**src/rtl/reg_stream_loader_pkg.sv**
```systemverilog
// Shared definitions for the register stream loader: FSM encoding and word sizing.
package reg_stream_loader_pkg;

    typedef enum logic [1:0] {
        IDLE    = 2'd0,
        COLLECT = 2'd1,
        WRITE   = 2'd2,
        DONE    = 2'd3
    } loaderState_t;

    localparam int unsigned DEFAULT_WIDTH  = 16;
    localparam int unsigned BYTES_PER_WORD = DEFAULT_WIDTH / 8;

    // Number of stream bytes that make up one register word.
    function automatic int unsigned bytesPerWord(input int unsigned width);
        return width / 8;
    endfunction

    // Width of a counter that can hold 0..bytesPerWord(width).
    function automatic int unsigned countBits(input int unsigned width);
        return $clog2(width / 8) + 1;
    endfunction

endpackage

```
**src/rtl/word_assembler.sv**
```systemverilog
// Shift register that builds a WIDTH-bit word from bytes, most-significant byte first.
module word_assembler
    import reg_stream_loader_pkg::*;
#(
    parameter int unsigned WIDTH = DEFAULT_WIDTH,
    parameter int unsigned CNTW  = countBits(WIDTH)
) (
    input  logic             clk,
    input  logic             reset,
    input  logic             clear,
    input  logic             load,
    input  logic [7:0]       byteIn,
    output logic [WIDTH-1:0] wordNext_c,
    output logic [CNTW-1:0]  byteCount
);

    logic [WIDTH-1:0] word;

    // Word as it will look once the current byte is shifted in.
    assign wordNext_c = (word << 8) | WIDTH'(byteIn);

    // Shift register and byte counter; clear wins over load.
    always_ff @(posedge clk or posedge reset) begin
        if (reset) begin
            word      <= '0;
            byteCount <= '0;
        end else if (clear) begin
            word      <= '0;
            byteCount <= '0;
        end else if (load) begin
            word      <= wordNext_c;
            byteCount <= byteCount + CNTW'(1);
        end
    end

endmodule

```
**src/rtl/reg_stream_loader.sv**
```systemverilog
// Loads every register of a register file from a byte stream, one word per address.
module reg_stream_loader
    import reg_stream_loader_pkg::*;
#(
    parameter int unsigned WIDTH   = DEFAULT_WIDTH,
    parameter int unsigned REGBITS = 4
) (
    input  logic               clk,
    input  logic               reset,
    input  logic               start,
    input  logic [7:0]         in_data,
    input  logic               in_valid,
    output logic               in_ready,
    output logic               regWrite,
    output logic [REGBITS-1:0] destAddr,
    output logic [WIDTH-1:0]   wrData,
    output logic               busy,
    output logic               done
);

    localparam int unsigned       BYTES     = bytesPerWord(WIDTH);
    localparam int unsigned       CNTW      = countBits(WIDTH);
    localparam logic [REGBITS-1:0] LAST_ADDR = {REGBITS{1'b1}};
    localparam logic [CNTW-1:0]    LAST_BYTE = CNTW'(BYTES - 1);

    loaderState_t       state;
    loaderState_t       stateNext;
    logic [REGBITS-1:0] addrCnt;
    logic [CNTW-1:0]    byteCount;
    logic [WIDTH-1:0]   wordNext;
    logic               byteFire;
    logic               lastByte;
    logic               lastAddr;
    logic               asmClear;
    logic               addrClear;
    logic               addrInc;
    logic               inReadyNext;
    logic               regWriteNext;
    logic               busyNext;
    logic               doneNext;

    // in_ready is high exactly while in COLLECT, so it qualifies the transfer.
    assign byteFire = in_valid && in_ready;
    assign lastByte = (byteCount == LAST_BYTE);
    assign lastAddr = (addrCnt == LAST_ADDR);

    word_assembler #(
        .WIDTH (WIDTH),
        .CNTW  (CNTW)
    ) u_assembler (
        .clk        (clk),
        .reset      (reset),
        .clear      (asmClear),
        .load       (byteFire),
        .byteIn     (in_data),
        .wordNext_c (wordNext),
        .byteCount  (byteCount)
    );

    // State register.
    always_ff @(posedge clk or posedge reset) begin
        if (reset) begin
            state <= IDLE;
        end else begin
            state <= stateNext;
        end
    end

    // Next-state logic.
    always_comb begin
        stateNext = state;
        case (state)
            IDLE:    if (start) stateNext = COLLECT;
            COLLECT: if (byteFire && lastByte) stateNext = WRITE;
            WRITE:   stateNext = lastAddr ? DONE : COLLECT;
            DONE:    stateNext = IDLE;
            default: stateNext = IDLE;
        endcase
    end

    // Output decode: outputs are computed from the next state so the registered
    // versions line up with the state they describe.
    always_comb begin
        asmClear     = 1'b0;
        addrClear    = 1'b0;
        addrInc      = 1'b0;
        inReadyNext  = (stateNext == COLLECT);
        regWriteNext = (stateNext == WRITE);
        busyNext     = (stateNext == COLLECT) || (stateNext == WRITE);
        doneNext     = (stateNext == DONE);
        case (state)
            IDLE: begin
                if (start) begin
                    asmClear  = 1'b1;
                    addrClear = 1'b1;
                end
            end
            WRITE: begin
                asmClear = 1'b1;
                addrInc  = !lastAddr;
            end
            default: ;
        endcase
    end

    // Output registers; write address/data only change when a write is issued.
    always_ff @(posedge clk or posedge reset) begin
        if (reset) begin
            in_ready <= 1'b0;
            regWrite <= 1'b0;
            busy     <= 1'b0;
            done     <= 1'b0;
            destAddr <= '0;
            wrData   <= '0;
        end else begin
            in_ready <= inReadyNext;
            regWrite <= regWriteNext;
            busy     <= busyNext;
            done     <= doneNext;
            if (regWriteNext) begin
                destAddr <= addrCnt;
                wrData   <= wordNext;
            end
        end
    end

    // Register address counter; never wraps because DONE follows the last address.
    always_ff @(posedge clk or posedge reset) begin
        if (reset) begin
            addrCnt <= '0;
        end else if (addrClear) begin
            addrCnt <= '0;
        end else if (addrInc) begin
            addrCnt <= addrCnt + REGBITS'(1);
        end
    end

endmodule

```
**config.mk**
```make
export PLATFORM = sky130hd
export DESIGN_NAME = reg_stream_loader
export DESIGN_NICKNAME = d
export VERILOG_FILES = /design/src/rtl/reg_stream_loader_pkg.sv /design/src/rtl/word_assembler.sv /design/src/rtl/reg_stream_loader.sv
export SDC_FILE = /design/constraint.sdc
export NUM_CORES = 1
export LEC_CHECK = 0
export BUFFER_PORTS_ARGS = -buffer_cell sky130_fd_sc_hd__clkbuf_2
export CAP_MARGIN = 20
export CORE_AREA = 2 2 78 80
export CTS_CLUSTER_DIAMETER = 200
export DETAILED_ROUTE_END_ITERATION = 8
export DIE_AREA = 0 0 80 82
export HOLD_SLACK_MARGIN = 0.06
export PLACE_DENSITY_LB_ADDON = 0.12
export SYNTH_ARGS = -nofsm -noshare
export SYNTH_HDL_FRONTEND = slang
export SYNTH_SLANG_ARGS = --single-unit
export TNS_END_PERCENT = 20
```
**constraint.sdc**
```tcl
create_clock -name clk -period 3.5 [get_ports clk]
set_clock_uncertainty 0.05 [all_clocks]
set_input_delay 0.175 -clock clk [delete_from_list [all_inputs] [get_ports clk]]
set_output_delay 0.175 -clock clk [all_outputs]
set_load 0.02 [all_outputs]
```
Yosys cells after proc, flatten, opt, wreduce, memory -nomap -nowiden
Cells that the tools add are included.
- register bits: 40
- output and inout port bits: 24
- input port bits: 12
- bitwise logic cells: 1
- equality and inequality tests: 8
- $add $sub $neg: 2
- multiplexer cells: 14
- reductions and logical operators: 7
- operators with widths (operator ; number):
    8-bit 2-to-1 mux ; 2
    16-bit by 8-bit OR with 16-bit output ; 1
    2-bit 2-to-1 mux ; 5
    2-bit == test, second input constant ; 4
    4-bit 2-to-1 mux ; 2
    2-bit one-hot mux with 4 select lines ; 1
    2-bit by 1-bit == test with 1-bit output, second input constant ; 3
    4-bit by 1-bit adder with 4-bit output, second input constant ; 1
    4-bit == test, second input constant ; 1
    2-bit nonzero test ; 2
    1-bit 2-to-1 mux ; 3
    2-bit by 1-bit adder with 2-bit output, second input constant ; 1
    1-bit logical AND ; 2
    2-bit zero test ; 1
    1-bit one-hot mux with 2 select lines ; 1
    1-bit zero test ; 1
    1-bit logical OR ; 1

Depth between registers and ports, before layout
Gate-level depths: netlist (run 1).
- word-level depth: 6
- depth in mapped cells: 7
- depth with buffers taken out: 6

Cells and area by module
A second synthesis (run 1) with hierarchy kept.
- cells, all modules: 135
- area total of the unflattened synthesis: 1760.4 sq um
- by module, submodules not included (module ; cells an instance ; area each (sq um) ; times used):
    reg_stream_loader ; 93 ; 1286.2 ; 1
    word_assembler ; 42 ; 474.2 ; 1

Worst setup path before layout (run 1)
Ideal clock, no wire load.
- path type: register to register
- start: register addrCnt[0]
- end: register wrData[0]
- data required time: 3.325 ns
- data arrival time: 1.737 ns
- cell stages (with the launch flop): 7
- path slack: 1.588 ns
- clock period less this slack: 1.912 ns
- path through: dfrtp_1 -> ha_1 -> and3_1 -> a32o_1 -> ha_1 -> buf_2 -> mux2_2
- cells in the longest elaborated chain, start to end: 4
- ends and longest elaborated chain (item ; line ; source):
    start, declared ; reg_stream_loader.sv:28 ; logic [REGBITS-1:0] addrCnt;
    start signal, assigned ; reg_stream_loader.sv:134 ; addrCnt <= addrCnt + REGBITS'(1);
    4-bit == test ; reg_stream_loader.sv:45 ; assign lastAddr = (addrCnt == LAST_ADDR);
    2-bit 2-to-1 mux ; reg_stream_loader.sv:75 ; WRITE: stateNext = lastAddr ? DONE : COLLECT;
    2-bit one-hot mux with 4 select lines ; reg_stream_loader.sv:72 ; case (state)
    2-bit == test ; reg_stream_loader.sv:88 ; regWriteNext = (stateNext == WRITE);
    end signal, assigned ; reg_stream_loader.sv:122 ; wrData <= wordNext;
    end, declared ; reg_stream_loader.sv:16 ; output logic [WIDTH-1:0] wrData,
No other way between the ends.
A chain may end at the register's enable or synchronous reset.

Final worst setup path (run 1)
- start: register in_ready
- end: register wrData[12]
- cells in the longest elaborated chain, start to end: 5
- ends and longest elaborated chain (item ; line ; source):
    start, declared ; reg_stream_loader.sv:13 ; output logic in_ready,
    start signal, assigned ; reg_stream_loader.sv:116 ; in_ready <= inReadyNext;
    1-bit logical AND ; reg_stream_loader.sv:43 ; assign byteFire = in_valid && in_ready;
    1-bit logical AND ; reg_stream_loader.sv:74 ; COLLECT: if (byteFire && lastByte) stateNext = WRITE;
    2-bit 2-to-1 mux ; reg_stream_loader.sv:74 ;
    2-bit one-hot mux with 4 select lines ; reg_stream_loader.sv:72 ;
    2-bit == test ; reg_stream_loader.sv:88 ;
No other way between the ends.

==> flow_summary_export.csv, run 1 <==
group,metric,value,unit
global_routing,track_usage,11.16,%
finish,diodes,0,
flow_run,drv_cap,0,
clock_network,clkTransAtPathRegs,0.08,ns
route,route.detailed.drc,0,
synthesis,synth_edf_count,0,
timing,min_period_over_period,68.03,%
route,drt_wl_total,3335,um
clock_network,numCtsBuffers,5,
synthesis,synthFlopType,"dfrtp_1",
die,initial_utilization,28.90,%
timing,slew_headroom,61.77,%
route,first_iter_violations,76,
synthesis,postSynthAreaPerCell,12.48,um2
power,p_switching,601.7,uW
placed_design,dp_hpwl,2355,um
clock_network,tritoncts,"built",
worst_setup_path,end_kind,"flop",
worst_setup_path,crit_slowest_cell,"and2_1",
die,ios,36,
finish,nNetsFinal,201,
worst_setup_path,start_kind,"flop",
die,die_area,6560,um2
worst_setup_path,cp.required,3.62,ns
worst_setup_path,crit_fanout,16,
placed_design,io_buffers,35,
power,powerDensity,804.3,nW/um2
timing,drv_slew,0,
timing,setup_slack,1.119,ns
die,design.core.area,5746,um2
clock_network,cts_resized,0,
timing,hold_ws,0.06711,ns
global_routing,grt_pass1_wl,5506,um
timing,setup_viol,0,
placed_design,pre_cts_ws,1.122,ns
power,power_frac_clock,23.6,%
timing,fmax,0.4200,GHz
clock_network,insertion_delay,0.29,ns
power,p_comb_share,33.8,%
clock_network,h-tree-depth,2,
global_routing,grt_max_degree,30,
worst_setup_path,crit_type,"reg -> reg",
clock_network,cts.sinks,40,
power,ir_drop,316.7,uV
route,vias_per_cell,4.429,
synthesis,syn_nets,151,
power,pwr-share-seq,42.6,%
synthesis,ys_seq_elements,40,
finish,syn_to_final_growth,30.29,%
synthesis,synthCells,133,
die,die_w,80,um
worst_hold_path,min_path_type,"in -> reg",
global_routing,grt_pass1_vias,1125,
synthesis,synth_warnings,0,
clock_network,cts.path.max_buffers,2,
route,ant_nets,0,
global_routing,grt-ovfl-total,0,
timing,tightestPinTransition,0.5734,ns
power,p_int,1138,uW
power,p_leak,0.001071,uW
worst_setup_path,critPathMaxStageDelay,0.50,ns
die,rows,28,
finish,nFillCells,595,
run_status,status,"finished, final reports clean",
worst_setup_path,path_cells,"and2_1 -> nand2_1 -> a21oi_1 -> ha_1 -> buf_4 -> mux2_2",
timing,rsz0062_at_grt,"no",
route,wl_per_cell,12.88,um
power,netSwitchingFraction,34.58,%
synthesis,seq_area_frac_synth,60.29,%
die,die-height,82,um
synthesis,syn_area,1660,um2
clock_network,clockRootBuffer,"clkbuf_8",
finish,final_util,37.65,%
route,via_count,1147,
timing,period_minus_slack,2.381,ns
global_routing,antenna_found_initial,0,
timing,hold_viol,0,
finish,layout-drive-gt1-share,39.13,%
clock_network,post_cts_buffers,0,
route,first_pass_iters,4,
worst_setup_path,worst_ep_arrival_time,2.50,ns
synthesis,async_reset_ff_share,100.0,%
timing,tns,0,ns
placed_design,place.gp.congestion,0.6285,
synthesis,yosysUniqueCellTypes,30,
area by class of cell:
type | instances | area (um2) | share of cell area, %
clock buffers | 7 | 96.34 | 4.453
clock inverters | 1 | 30.03 | 1.388
inverters | 5 | 18.77 | 0.8676
multi-input cells | 84 | 618.1 | 28.57
flip-flops and latches | 40 | 1001 | 46.27
well taps | 75 | 93.84 | 4.338
repair buffers | 47 | 305.3 | 14.11
power by group through the flow:
stage / combinational [uW] / sequential [uW] / clock (uW)
after detailed placement: 587 / 752 / 0
after floorplan: 279 / 861 / 0
after global placement: 585 / 746 / 0
final: 588 / 742 / 410
after global routing: 649 / 771 / 450
after CTS: 596 / 744 / 427
per-stage QoR:
step / area, um2 / cells / total power, uW
floorplan: 1660 / 133 / 1141
global placement: 1929 / 242 / 1331
detailed placement: 1929 / 242 / 1339
CTS: 2126 / 257 / 1768
global route: 2163 / 259 / 1871
finish: 2163 / 259 / 1740
critical path, delay by kind of cell (launching register included):
kind | cells | cell delay (ns)
compound gates | 1 | 0.22
buf+inv | 1 | 0.29
fa+ha+maj | 1 | 0.31
flops | 1 | 0.37
mux | 1 | 0.37
simple gates | 2 | 0.64
synth_stat cells (2+ instances only):
cell type | count | area (um2)
inv_1 | 5 | 18.77
nor2_1 | 5 | 18.77
dfrtp_1 | 40 | 1001
ha_1 | 6 | 75.07
buf_2 | 3 | 15.01
a21oi_1 | 11 | 55.05
nand2_1 | 20 | 75.07
a31oi_1 | 2 | 12.51
mux2_2 | 20 | 225.2
cell usage in the layout (no fill, tap or decap):
cell type       n
o2bb2ai_1       1
inv_1           5
nand3_1         1
and3_1          1
nand2_1        20
a21oi_1        11
a22oi_1         1
ha_1            6
bufinv_16       1
mux2i_1         1
mux2_2         20
clkbuf_8        7
o21bai_1        1
dfrtp_1        40
nand2b_2        1
a211oi_1        1
a32o_1          1
a31oi_1         2
xnor2_1         1
nand4b_1        1
and2_1          1
buf_16          1
clkbuf_2       35
nor2b_2         1
dlygate4sd3_1   8
nor4_1          1
a32o_2          1
o21ai_1         1
o22ai_1         1
a21o_2          1
buf_4           3
and2b_4         1
nor2_1          5
nor3_1          1
registers in the layout (all words and copies together) (netlist names):
register and flops:
addrCnt 4, busy 1, destAddr 4, done 1, in_ready 1, regWrite 1
state 2, u_assembler.byteCount 2, u_assembler.word 8, wrData 16
what timing repair did:
action	4_1_cts	5_1_grt
hold endpoints to repair	7	17
endpoints found under the setup margin	0	0
hold buffers	7	1
kinds of logic (layout without fill, tap and decap cells):
family | Yosys count | after routing | share of synthesized area (%)
buffers and inverters | 9 | 60 | 2.487
AOI/OAI and AO/OA | 22 | 22 | 8.440
xor gates and xnor gates | 1 | 1 | 0.5276
and+or+nand+nor | 34 | 34 | 9.571
adders and majority gates | 6 | 6 | 4.521
DFF | 40 | 40 | 60.29
muxes | 21 | 21 | 14.17
layer usage:
layer	GRT usage [%]	vias up	wire length, um	part of all wire (%)
li1	-	556	-	-
met1	14.12	557	1505	45
met2	17.83	30	1624	49
met3	3.736	4	165	4.9
met4	4.068	0	38	1.1
met5	0	-	0	0
worst paths after layout:
path / to / slack (ns) / start / cells past startpoint
worst max-delay path: wrData[12] / 1.12 / in_ready / 6
max in group asynchronous: wrData[7] / 2.44 / reset / 5
worst min register to register: wrData[4] / 0.46 / wrData[4] / 1
worst max register to register: wrData[12] / 1.12 / in_ready / 6
min in group asynchronous: wrData[6] / 0.31 / reset / 3
worst min-delay path: u_assembler.word[1] / 0.07 / in_data[1] / 3
Note: power is estimated with default switching activity, not from simulation.
==> inputs of run 2 (changes only) <==
--- a/config.mk
+++ b/config.mk
@@ -5,6 +5,7 @@
 export SDC_FILE = /design/constraint.sdc
 export NUM_CORES = 1
 export LEC_CHECK = 0
+export ABC_AREA = 1
 export BUFFER_PORTS_ARGS = -buffer_cell sky130_fd_sc_hd__clkbuf_2
 export CAP_MARGIN = 20
 export CORE_AREA = 2 2 78 80
==> constraint.sdc (replaced) <==
create_clock -name clk -period 2.22 [get_ports clk]
set_clock_uncertainty 0.05 [all_clocks]
set_input_delay 0.111 -clock clk [delete_from_list [all_inputs] [get_ports clk]]
set_output_delay 0.111 -clock clk [all_outputs]
set_load 0.02 [all_outputs]
==> run 2 against run 1 <==
First-iteration DRC count shrank 67%. Count of clock-buffer cells in the layout decreased by 2. Worst hold slack improved by 0.10 ns. Core utilization is essentially flat. Final area increased by 0.12%. Register-to-register slack lost 0.87 ns. Synthesized cell count increased by 20%. Sequential cell count is the same. Sequential power increased by 60%. Final cell count up 11%. Critical path depth unchanged. Highest routed layer unchanged.
==> flow_summary_export.csv, run 2 <==
group,metric,value,unit
timing,min_period_over_period,88.86,%
power,powerDensity,1291,nW/um2
route,wl_per_cell,11.25,um
global_routing,grt-ovfl-total,0,
synthesis,async_reset_ff_share,100.0,%
synthesis,synth_most_common_cell,"dfrtp_1",
synthesis,synth-compound-area-share,8.327,%
synthesis,synth_top_family_by_area,"simple AND/OR/NAND/NOR gates",
global_routing,grt_pass1_wl,5485,um
clock_network,ctsHoldBuffers,10,
route,via_count,1233,
route,first_pass_iters,4,
global_routing,grt_max_degree,41,
die,die-height,82,um
worst_setup_path,cp.required,2.35,ns
placed_design,dp_hpwl,2323,um
timing,period_minus_slack,1.973,ns
finish,layout-drive-gt1-share,27.70,%
timing,setup_viol,0,
clock_network,numCtsBuffers,5,
finish,largestRegisters,"wrData x16, u_assembler.word x8",
synthesis,seq_area_frac_synth,59.48,%
clock_network,post_cts_buffers,0,
die,initial_utilization,29.29,%
timing,tightestPinTransition,0.4953,ns
synthesis,yosysTopAreaCell,"dfrtp_1",
placed_design,dpl-instance-area,1954,um2
finish,nNetsFinal,230,
power,pwr-share-seq,42.6,%
finish,diodes,0,
finish,nFillCells,602,
placed_design,io_buffers,35,
synthesis,yosys.area_share.simple,11.52,%
finish,largest_reg_flops,16,
worst_hold_path,min_path_type,"in -> reg",
finish,final_util,37.70,%
synthesis,netlist.area_leader.share,59.48,%
timing,fmax,0.5069,GHz
timing,slew_headroom,66.98,%
clock_network,cts_resized,0,
worst_setup_path,crit_fanout,17,
placed_design,place.gp.congestion,0.8279,
power,p_switching,1056,uW
route,ant_nets,0,
timing,tns,0,ns
route,route.detailed.drc,0,
die,design.core.area,5746,um2
synthesis,syn_nets,178,
synthesis,muxShareOfSynthArea,7.361,%
finish,syn_to_final_growth,28.70,%
timing,hold_ws,0.1716,ns
clock_network,h-tree-depth,2,
die,die_area,6560,um2
route,drt_wl_total,3241,um
synthesis,synth_area_leaders,"dfrtp_1 59%, mux2_1 7.4%, nand2_1 5.1%, inv_1 4.7%, ha_1 4.5%",
finish,layout_commonest_cell,"dfrtp_1",
timing,hold_viol,0,
die,rows,28,
synthesis,synthAdderAreaFrac,4.461,%
worst_setup_path,end_kind,"flop",
power,power_frac_clock,20.9,%
run_status,status,"finished, final reports clean",
worst_setup_path,worst_ep_arrival_time,2.10,ns
synthesis,synthXorXnorAreaFrac,0.5204,%
timing,rsz0062_at_grt,"no",
worst_setup_path,crit_type,"reg -> reg",
finish,design_area,2166,um2
clock_network,clockRootBuffer,"clkbuf_8",
synthesis,yosysUniqueCellTypes,18,
synthesis,synthTopCellsByCount,"40 x dfrtp_1, 23 x nand2_1, 21 x inv_1",
route,vias_per_cell,4.281,
synthesis,postSynthAreaPerCell,10.52,um2
clock_network,insertion_delay,0.29,ns
worst_setup_path,start_kind,"flop",
die,die_w,80,um
synthesis,synthFlopType,"dfrtp_1",
clock_network,tritoncts,"built",
synthesis,ys_seq_elements,40,
global_routing,grt_pass1_vias,1179,
global_routing,antenna_found_initial,0,
timing,drv_slew,0,
synthesis,synth_warnings,0,
synthesis,synth_edf_count,0,
flow_run,drv_cap,0,
route,first_iter_violations,25,
global_routing,track_usage,10.98,%
power,p_leak,0.001153,uW
power,p_int,1741,uW
clock_network,cts.path.max_buffers,2,
power,ir_drop,446.1,uV
clock_network,cts.sinks,40,
worst_setup_path,r2r_slack,0.25,ns
power,netSwitchingFraction,37.74,%
synthesis,syn_area,1683,um2
finish,mostFrequentLayoutCells,"40 x dfrtp_1, 35 x clkbuf_2, 23 x nand2_1",
clock_network,clkTransAtPathRegs,0.08,ns
power,p_comb_share,36.5,%
die,ios,36,
synthesis,synthCells,160,
power,p_total,2797,uW
finish,largest-register,"wrData",
run 2: layer usage:
| layer | track usage [%] | vias to the layer above | part of all wire (%) |
|---|---|---|---|
| met3 | 3.407 | 7 | 5.2 |
| met2 | 17.17 | 28 | 45 |
| met4 | 4.068 | 0 | 1.5 |
| met5 | 0 | - | 0 |
| met1 | 14.34 | 584 | 48 |
| li1 | - | 614 | - |
run 2: final timing paths:
path | from | to | cells past startpoint
setup reg to reg | addrCnt[1] | wrData[14] | 6
max in group asynchronous | reset | addrCnt[3] | 4
setup / recovery | addrCnt[1] | wrData[14] | 6
hold / removal | start | state[0] | 3
min in group asynchronous | reset | wrData[15] | 4
hold reg to reg | wrData[12] | wrData[12] | 1
run 2: layout make-up:
class	count	area, um2	area share, %
clock buffers	5	68.82	3.177
clock inverters	3	42.54	1.964
inverters	28	105.1	4.853
multi-input cells	87	541.8	25.01
flip-flops and latches	40	1001	46.22
well taps	75	93.84	4.333
repair buffers	50	312.8	14.44
run 2: cells by family after synthesis:
family / count (synthesis)
flip-flops: 40
adder cells (fa/ha/maj): 6
AO/OA/AOI/OAI: 24
buffers and inverters: 33
multiplexers: 11
AND/OR/NAND/NOR: 45
XOR/XNOR: 1
run 2: stage by stage:
step / setup WS (ns) / std cells
after CTS: 0.2296 / 288
after floorplan: 0.4579 / 160
after global routing: 0.1076 / 288
after detailed placement: 0.2373 / 270
after global placement: 0.3242 / 270
final: 0.2473 / 288
run 2: worst max-delay path: stages, from the launching register on:
cell     delay (ns)
dfrtp_1        0.42
ha_1           0.22
nand3_2        0.11
o21ai_1        0.26
ha_1           0.22
buf_4          0.23
mux2_1         0.35
run 2: power groups by stage:
stage          registers [uW]  logic (uW)  clock network, uW
2_1_floorplan            1420         458                  0
3_3_place_gp             1200        1010                  0
3_5_place_dp             1210        1020                  0
4_1_cts                  1200        1040                608
5_1_grt                  1230        1140                646
6_report                 1190        1020                585
==> inputs of run 3 (changes only) <==
==> constraint.sdc (replaced) <==
create_clock -name clk -period 2.22 [get_ports clk]
set_clock_uncertainty 0.05 [all_clocks]
set_input_delay 0.444 -clock clk [delete_from_list [all_inputs] [get_ports clk]]
set_output_delay 0.444 -clock clk [all_outputs]
set_load 0.02 [all_outputs]
==> run 3 against run 2 <==
Clock power decreased by 17%. First-iteration DRC count increased to 2.8 times the previous value. Critical path type unchanged. Register-to-register slack better by 0.02 ns. Routed wire length decreased by 2.3%. Core utilization is 2.1 points lower. Total power fell by 4.3%. Largest cell class unchanged. Non-clock buffer count down 10. Sequential share of layout area grew 2.7 points. Sequential power about the same.
==> flow_summary_export.csv, run 3 (synthesis results as in run 2) <==
group,metric,value,unit
worst_hold_path,min_path_type,"in -> async",
die,rows,28,
placed_design,pre_cts_ws,0.2540,ns
worst_setup_path,crit_type,"reg -> reg",
placed_design,io_buffers,35,
global_routing,grt_max_degree,41,
finish,diodes,0,
finish,nFillCells,627,
route,via_count,1188,
power,p_total,2676,uW
timing,min_period_over_period,88.16,%
flow_run,drv_cap,0,
die,die_w,80,um
worst_setup_path,crit_path_start,"addrCnt[1]",
worst_setup_path,start_kind,"flop",
clock_network,cts.sinks,40,
finish,final_util,35.63,%
timing,fmax,0.5109,GHz
worst_setup_path,crit_fanout,17,
run_status,status,"finished, final reports clean",
timing,period_minus_slack,1.957,ns
finish,layout_commonest_cell,"dfrtp_1",
clock_network,insertion_delay,0.28,ns
timing,slew_headroom,66.07,%
die,die_area,6560,um2
worst_setup_path,crit_top_cell,"ha_1",
finish,largest-register,"wrData",
global_routing,grt_pass1_wl,5395,um
die,design.core.area,5746,um2
route,first_pass_iters,4,
route,drt_wl_total,3168,um
finish,syn_to_final_growth,21.64,%
die,die-height,82,um
global_routing,track_usage,10.84,%
finish,largestRegisters,"wrData x16, u_assembler.word x8",
worst_setup_path,worst_ep_arrival_time,2.08,ns
worst_setup_path,cp.required,2.34,ns
worst_setup_path,path_buf_inv,1,
placed_design,place.gp.congestion,0.7491,
clock_network,tritoncts,"built",
global_routing,grt-ovfl-total,0,
power,ir_drop,346.7,uV
worst_setup_path,cp_top_family,"adder cells",
clock_network,cts.path.max_buffers,2,
finish,layout-drive-gt1-share,29.06,%
clock_network,h-tree-depth,2,
clock_network,post_cts_buffers,0,
worst_setup_path,end_kind,"flop",
finish,largest_reg_flops,16,
timing,hold_viol,0,
route,vias_per_cell,4.273,
timing,drv_slew,0,
global_routing,grt_pass1_vias,1202,
clock_network,cts_resized,0,
route,wl_per_cell,11.40,um
power,p_leak,0.001108,uW
finish,nNetsFinal,220,
timing,setup_slack,0.2628,ns
route,first_iter_violations,71,
clock_network,numCtsBuffers,5,
timing,setup_viol,0,
clock_network,ctsHoldBuffers,0,
timing,tns,0,ns
finish,mostFrequentLayoutCells,"40 x dfrtp_1, 35 x clkbuf_2, 23 x nand2_1",
power,powerDensity,1308,nW/um2
clock_network,clkTransAtPathRegs,0.07,ns
timing,tightestPinTransition,0.5089,ns
route,ant_nets,0,
worst_setup_path,path_cells,"ha_1 -> nand3_2 -> o21ai_1 -> ha_1 -> buf_4 -> mux2_1",
worst_setup_path,rr_startpoint,"addrCnt[1]",
timing,rsz0062_at_grt,"no",
clock_network,clockRootBuffer,"clkbuf_8",
route,route.detailed.drc,0,
worst_setup_path,critPathMaxStageDelay,0.41,ns
placed_design,dp_hpwl,2345,um
global_routing,antenna_found_initial,0,
worst_setup_path,crit_slowest_cell,"dfrtp_1",
die,initial_utilization,29.29,%
die,ios,36,
==> run 3: cell types whose count changed in the layout (fill, tap and decap cells not counted) <==
cell,change
bufinv_16,-1
clkinv_2,+1
clkbuf_8,+1
clkinvlp_4,-1
dlygate4sd3_1,-10
==> run 3: per-stage QoR <==
step | instance area [um2] | std cells | hold slack [ns]
6_report | 2047 | 278 | 0.1940
3_5_place_dp | 1954 | 270 | 0.4241
4_1_cts | 2047 | 278 | 0.2151
2_1_floorplan | 1683 | 160 | 0.4148
3_3_place_gp | 1954 | 270 | 0.4186
5_1_grt | 2047 | 278 | 0.2650
==> run 3: cell type report <==
class,instances,area (um2),area share (%)
Clock inverter,2,10.01,0.4890
Sequential cell,40,1001,48.90
Tap cell,75,93.84,4.584
Multi-Input combinational cell,87,541.8,26.47
Timing Repair Buffer,40,212.7,10.39
Clock buffer,6,82.58,4.034
Inverter,28,105.1,5.134
==> run 3: per-layer routing <==
metal,up-vias,track usage [%],share of wire (%)
met4,0,4.237,0.47
met2,26,16.92,46
met5,-,0,0
li1,594,-,-
met1,566,13.94,47
met3,2,3.626,5.9
==> run 3: worst paths after layout <==
check                                       to  slack (ns)  cells past startpoint
setup / recovery                    wrData[12]        0.26                      6
hold / removal             u_assembler.word[7]        0.19                      3
setup reg to reg                    wrData[12]        0.26                      6
hold reg to reg                     wrData[10]        0.43                      1
max in group asynchronous            wrData[3]        1.56                      3
min in group clk                     wrData[1]        0.34                      3
==> run 3: worst register-to-register path, cell delays in order, from the launching register on <==
cell and delay (ns):
dfrtp_1 0.41, ha_1 0.22, nand3_2 0.12, o21ai_1 0.26, ha_1 0.22, buf_4 0.23, mux2_1 0.34
==> run 3: power by group <==
group / switching, uW / leakage (uW) / internal, uW
logic: 641 / 0.000562 / 366
clock network: 236 / 0.0000510 / 248
registers: 152 / 0.000495 / 1030
